**src/rtl/frag_pkg.sv**
```systemverilog
// Shared types and constants for the fragment-memory loader.
// Address layout is {1'b0, fragment[6:0], byte[7:0]}.
package frag_pkg;
  localparam int AW         = 16;
  localparam int BYTE       = 8;
  localparam int FRAG_IDX_W = 7;
  localparam int BYTE_IDX_W = 8;
  localparam int FRAG_BYTES = 256;

  typedef enum logic [1:0] {
    S_IDLE    = 2'd0,
    S_LOAD    = 2'd1,
    S_RD_WAIT = 2'd2,
    S_RD_DONE = 2'd3
  } state_t;

  function automatic logic [AW-1:0] frag_addr(input logic [FRAG_IDX_W-1:0] frag,
                                              input logic [BYTE_IDX_W-1:0] byte_idx);
    return {1'b0, frag, byte_idx};
  endfunction
endpackage

```
**src/rtl/frag_addr_gen.sv**
```systemverilog
// Byte/fragment counters for a load session: base-relative fragment index
// with 7-bit wrap, and a flag marking the final byte of the session.
module frag_addr_gen
  import frag_pkg::*;
(
  input  logic                  clk,
  input  logic                  rstn,
  input  logic                  i_clr,
  input  logic                  i_adv,
  input  logic [FRAG_IDX_W-1:0] i_base,
  input  logic [7:0]            i_num,
  output logic [FRAG_IDX_W-1:0] o_frag,
  output logic [BYTE_IDX_W-1:0] o_byte,
  output logic                  o_last
);
  logic [FRAG_IDX_W-1:0] r_base;
  logic [7:0]            r_num;
  logic [7:0]            r_frag_cnt;
  logic [BYTE_IDX_W-1:0] r_byte_cnt;

  always_ff @(posedge clk or negedge rstn) begin
    if (!rstn) begin
      r_base     <= '0;
      r_num      <= '0;
      r_frag_cnt <= '0;
      r_byte_cnt <= '0;
    end else if (i_clr) begin
      r_base     <= i_base;
      r_num      <= i_num;
      r_frag_cnt <= '0;
      r_byte_cnt <= '0;
    end else if (i_adv) begin
      r_byte_cnt <= r_byte_cnt + 1'b1;
      if (r_byte_cnt == '1) r_frag_cnt <= r_frag_cnt + 1'b1;
    end
  end

  // 7-bit sum wraps fragment 127 -> 0 naturally
  assign o_frag = r_base + r_frag_cnt[FRAG_IDX_W-1:0];
  assign o_byte = r_byte_cnt;
  assign o_last = (r_byte_cnt == '1) && (r_frag_cnt == r_num - 8'd1);
endmodule

```
**src/rtl/frag_loader.sv**
```systemverilog
// Fragment-memory front end: streams bytes into sequential writes across a
// run of fragments, and serves single-fragment read requests between loads.
module frag_loader
  import frag_pkg::*;
(
  input  logic                  clk,
  input  logic                  rstn,
  input  logic                  start,
  input  logic [FRAG_IDX_W-1:0] base_frag,
  input  logic [7:0]            num_frags,
  input  logic                  abort,
  input  logic                  s_valid,
  input  logic [BYTE-1:0]       s_data,
  output logic                  s_ready,
  input  logic                  rd_req,
  input  logic [FRAG_IDX_W-1:0] rd_frag,
  output logic                  rd_valid,
  output logic                  busy,
  output logic                  done,
  output logic                  mem_req,
  output logic                  mem_wnr,
  output logic [AW-1:0]         mem_addr,
  output logic [BYTE-1:0]       mem_data,
  input  logic                  mem_ready
);
  state_t                r_state, w_state_nxt;
  logic                  r_done, w_done_nxt;
  logic                  r_mem_req, w_mem_req_nxt;
  logic                  r_mem_wnr, w_mem_wnr_nxt;
  logic [AW-1:0]         r_mem_addr, w_mem_addr_nxt;
  logic [BYTE-1:0]       r_mem_data, w_mem_data_nxt;
  logic                  w_clr, w_adv, w_last;
  logic [FRAG_IDX_W-1:0] w_frag;
  logic [BYTE_IDX_W-1:0] w_byte;

  frag_addr_gen u_addr_gen (
    .clk    (clk),
    .rstn   (rstn),
    .i_clr  (w_clr),
    .i_adv  (w_adv),
    .i_base (base_frag),
    .i_num  (num_frags),
    .o_frag (w_frag),
    .o_byte (w_byte),
    .o_last (w_last)
  );

  always_ff @(posedge clk or negedge rstn) begin
    if (!rstn) begin
      r_state    <= S_IDLE;
      r_done     <= 1'b0;
      r_mem_req  <= 1'b0;
      r_mem_wnr  <= 1'b0;
      r_mem_addr <= '0;
      r_mem_data <= '0;
    end else begin
      r_state    <= w_state_nxt;
      r_done     <= w_done_nxt;
      r_mem_req  <= w_mem_req_nxt;
      r_mem_wnr  <= w_mem_wnr_nxt;
      r_mem_addr <= w_mem_addr_nxt;
      r_mem_data <= w_mem_data_nxt;
    end
  end

  always_comb begin
    w_state_nxt    = r_state;
    w_done_nxt     = 1'b0;
    w_mem_req_nxt  = 1'b0;
    w_mem_wnr_nxt  = r_mem_wnr;
    w_mem_addr_nxt = r_mem_addr;
    w_mem_data_nxt = r_mem_data;
    w_clr          = 1'b0;
    w_adv          = 1'b0;
    case (r_state)
      S_IDLE: begin
        // start outranks rd_req; an empty session just reports done
        if (start) begin
          if (num_frags != 8'd0) begin
            w_clr       = 1'b1;
            w_state_nxt = S_LOAD;
          end else begin
            w_done_nxt  = 1'b1;
          end
        end else if (rd_req) begin
          w_mem_req_nxt  = 1'b1;
          w_mem_wnr_nxt  = 1'b0;
          w_mem_addr_nxt = frag_addr(rd_frag, '0);
          w_state_nxt    = S_RD_WAIT;
        end
      end
      S_LOAD: begin
        if (s_valid) begin
          w_adv          = 1'b1;
          w_mem_req_nxt  = 1'b1;
          w_mem_wnr_nxt  = 1'b1;
          w_mem_data_nxt = s_data;
          w_mem_addr_nxt = frag_addr(w_frag, w_byte);
        end
        // a write accepted alongside abort still goes out, but done does not
        if (abort) begin
          w_state_nxt = S_IDLE;
        end else if (s_valid && w_last) begin
          w_state_nxt = S_IDLE;
          w_done_nxt  = 1'b1;
        end
      end
      S_RD_WAIT: if (mem_ready) w_state_nxt = S_RD_DONE;
      S_RD_DONE: w_state_nxt = S_IDLE;
      default:   w_state_nxt = S_IDLE;
    endcase
  end

  assign s_ready  = (r_state == S_LOAD);
  assign rd_valid = (r_state == S_RD_DONE);
  assign busy     = (r_state != S_IDLE);
  assign done     = r_done;
  assign mem_req  = r_mem_req;
  assign mem_wnr  = r_mem_wnr;
  assign mem_addr = r_mem_addr;
  assign mem_data = r_mem_data;
endmodule

```
**config.mk**
```make
export PLATFORM = sky130hd
export DESIGN_NAME = frag_loader
export DESIGN_NICKNAME = d
export VERILOG_FILES = /design/src/rtl/frag_pkg.sv /design/src/rtl/frag_addr_gen.sv /design/src/rtl/frag_loader.sv
export SDC_FILE = /design/constraint.sdc
export NUM_CORES = 1
export LEC_CHECK = 0
export ABC_AREA = 0
export CAP_MARGIN = 10
export CELL_PAD_IN_SITES_DETAIL_PLACEMENT = 1
export CELL_PAD_IN_SITES_GLOBAL_PLACEMENT = 1
export CORE_MARGIN = 1.5
export CORE_UTILIZATION = 30
export DETAILED_ROUTE_END_ITERATION = 8
export GPL_TIMING_DRIVEN = 0
export PLACE_DENSITY_LB_ADDON = 0.1
export SLEW_MARGIN = 20
export SYNTH_ARGS = -nofsm -noshare
export SYNTH_HDL_FRONTEND = slang
export SYNTH_SLANG_ARGS = --single-unit
```
**constraint.sdc**
```tcl
create_clock -name clk -period 2 [get_ports clk]
set_input_delay 0.4 -clock clk [delete_from_list [all_inputs] [get_ports clk]]
set_output_delay 0.4 -clock clk [all_outputs]
set_load 0.005 [all_outputs]
```
==> results.json <==
{
  "status": "finished clean",
  "cp.required_ns": 1.60,
  "worstHoldPathType": "flop to flop",
  "clk_latency_ns": 0.33,
  "r2r_end": "r_state[0]",
  "placedCellCount": 496,
  "grt_util_met3_pct": 3.254,
  "ys_types": 53,
  "slew_headroom_pct": 60.71,
  "hold_depth": 2,
  "multi_input_area_mm2": 0.001553,
  "p_leak_nw": 1.855,
  "avgViaCountPerCell": 4.780,
  "cp-end-kind": "primary output",
  "worstMarginPinSlew_ns": 0.5839,
  "fp.dieH_um": 102.8,
  "drive_gt1_share_pct": 18.77,
  "clockBufferDepth": 2,
  "worst_ep_arrival_time_ns": 1.53,
  "use_met2_pct": 26.34,
  "fill_cells": 1138,
  "path_max_fanout": 7,
  "grt.met1_usage_pct": 22.03,
  "die-area_mm2": 0.01057,
  "start_kind": "flop",
  "async_reset_ff_share_pct": 100.0,
  "synth_seq_cells": 59,
  "hold_end": "mem_data[4]",
  "antenna_found_initial": 0,
  "crit_start": "r_state[0]",
  "p_total_mw": 5.220,
  "final_nets": 431,
  "synth_edf_count": 0,
  "worstReg2RegStart": "u_addr_gen.r_num[0]",
  "setup_viol": 0,
  "finalCriticalPeriod_ns": 1.932,
  "cts.sinks": 59,
  "finalMaxSlewViolations": 0,
  "htree_levels": 3,
  "reg2reg_slack_ns": 0.08,
  "grt_pass1_wl_um": 12990,
  "placed_area_mm2": 0.003832,
  "grt_max_degree": 37,
  "start_util_pct": 30.72,
  "dr.pass1.iters": 4,
  "grt_overflow_total": 0,
  "drt_iter0_markers": 42,
  "yosysSeqAreaShare_pct": 49.39,
  "ir_drop_v": 0.0005914,
  "preCtsSetupSlack_ns": -0.3469,
  "portBuffers": 65,
  "ff_latch_area_mm2": 0.001480,
  "cts.clk_slew.worst_paths_ns": 0.07,
  "fin_crit_sh_pct": 96.58,
  "postRouteAntennaNets": 0,
  "wl_um": 8249,
  "fin_cells": 522,
  "dieWidth_um": 102.8,
  "syn-cell-area_mm2": 0.002989,
  "fin_worst_skew_ns": 0.009496,
  "grt_usage_pct": 16.29,
  "cap_viol_max_count": 0,
  "synth_flop_cell": "dfrtp_1",
  "rsz0062_at_grt": "yes",
  "syn2layout_area_growth_pct": 42.70,
  "gp_congestion": 0.7589,
  "path_class": "flop to primary output",
  "vias": 2495,
  "tns_ns": 0,
  "rr_worst_depth": 7,
  "wl_per_cell_um": 15.80,
  "drc_errors": 0,
  "numCtsBuffers": 9,
  "final.setup.worst_slack_ns": 0.06836,
  "num_io_pins": 67,
  "gr-max-usage-layer": "met2",
  "fin_area_mm2": 0.004265,
  "avgSynthCellArea_um2": 10.06,
  "hold_start": "mem_data[4]",
  "hold_violations": 0,
  "cts-root-buf": "clkbuf_8",
  "diodes": 0,
  "power.density_mw_per_mm2": 1224,
  "dp_hpwl_um": 5906,
  "num_rows": 36,
  "grt_pass1_vias": 2496,
  "synthCells": 297,
  "cts_tree": "yes",
  "yosys_warnings": 0,
  "max_freq_mhz": 517.7,
  "syn_nets": 344,
  "fp.coreArea_mm2": 0.009729
}
[layout by cell type, fill, tap and decap left out, types with 11 or more instances in the layout]
cell,count
o21ai_0,13
dfrtp_1,56
nand2_1,49
xnor2_1,14
buf_4,12
nor2_1,26
mux2_2,11
clkdlybuf4s50_1,63
[metrics by stage]
stage          hold slack, ns  util [%]
2_1_floorplan          0.1044         -
3_3_place_gp           0.4603     39.21
3_5_place_dp           0.3261     39.39
4_1_cts                0.4799     42.45
5_1_grt                0.4995     43.84
6_report               0.4751     43.84
[per-layer routing]
layer,wire length [um],part of all wire [%]
met1,3909,47
met2,4047,49
met3,210,2.5
met4,80,0.97
met5,0,0
[kinds of logic after synthesis]
| family | after synthesis | synth area share (%) |
|---|---|---|
| mux | 13 | 4.814 |
| buf+inv | 23 | 3.558 |
| flops | 59 | 49.39 |
| compound gates | 49 | 11.13 |
| fa+ha+maj | 10 | 4.437 |
| other cells | 1 | 0.1255 |
| simple gates | 118 | 19.51 |
| xor+xnor | 24 | 7.032 |
[synthesized netlist by cell type, types with 2 or more instances]
library cell | instances | area [um^2]
buf_2 | 4 | 20.02
buf_4 | 2 | 15.01
o22ai_1 | 2 | 12.51
a211oi_1 | 2 | 15.01
inv_1 | 12 | 45.04
nor3_1 | 2 | 10.01
nor2b_1 | 5 | 31.28
xor2_1 | 10 | 87.58
a21o_1 | 2 | 15.01
nor4_1 | 3 | 18.77
a32oi_1 | 2 | 17.52
dfrtp_1 | 59 | 1476
o21ai_0 | 13 | 65.06
clkbuf_1 | 4 | 15.01
nand3_1 | 5 | 25.02
nand2_1 | 49 | 183.9
a31oi_1 | 3 | 18.77
nor3b_1 | 2 | 15.01
a22o_1 | 8 | 70.07
ha_1 | 9 | 112.6
nor4_2 | 2 | 25.02
nand3b_1 | 2 | 15.01
nand2b_1 | 2 | 12.51
a21oi_1 | 7 | 35.03
mux2i_1 | 2 | 20.02
mux2_2 | 11 | 123.9
nand4_1 | 4 | 25.02
xnor2_1 | 14 | 122.6
nor2_1 | 27 | 101.4
and3_1 | 4 | 25.02
and2_1 | 2 | 12.51
[area by class of cell]
cell class	instances	share of cell area (%)
plain buffers	11	1.936
inverters	12	1.056
clock buffers	11	3.315
clock inverters	5	1.232
multi-input cells	215	36.40
flip-flops and latches	59	34.70
repair buffers	76	17.45
well taps	133	3.901
[power breakdown]
group	internal, mW	total, mW	switching (mW)
combinational	1.22	2.26	1.03
clock	0.604	1.10	0.496
sequential	1.57	1.86	0.298
total	3.39	5.22	1.83
[flip-flops by register name, summed over array words and instances (netlist names)]
signal                 flops
mem_wnr                    1
r_state                    2
u_addr_gen.r_frag_cnt      8
mem_req                    1
done                       1
mem_data                   8
mem_addr                  15
u_addr_gen.r_base          7
u_addr_gen.o_byte          8
u_addr_gen.r_num           8
[critical path: stages (launching register included)]
cell	delay [ns]
dfrtp_1	0.47
nor2_1	0.21
inv_1	0.06
clkdlybuf4s50_1	0.46
[worst max-delay path by stage]
stage                           end  slack (ns)  depth (start not counted)
2_1_floorplan          mem_addr[14]        0.03                          8
3_3_place_gp            mem_data[7]       -1.63                          1
3_5_place_dp   u_addr_gen.r_base[0]       -0.35                          5
4_1_cts                        done      0.0009                          7
5_1_grt                  r_state[0]       -0.04                          7
6_report                       busy        0.07                          3
[timing repair]
item                                   4_1_cts  5_1_grt
setup buffers                                3        6
endpoints found under the hold margin       23        0
setup endpoints to repair                    7        5
resized for setup                           17       14
pin swaps                                    5        8
hold buffers                                 1        0
Power figures use the tool's default switching activity.
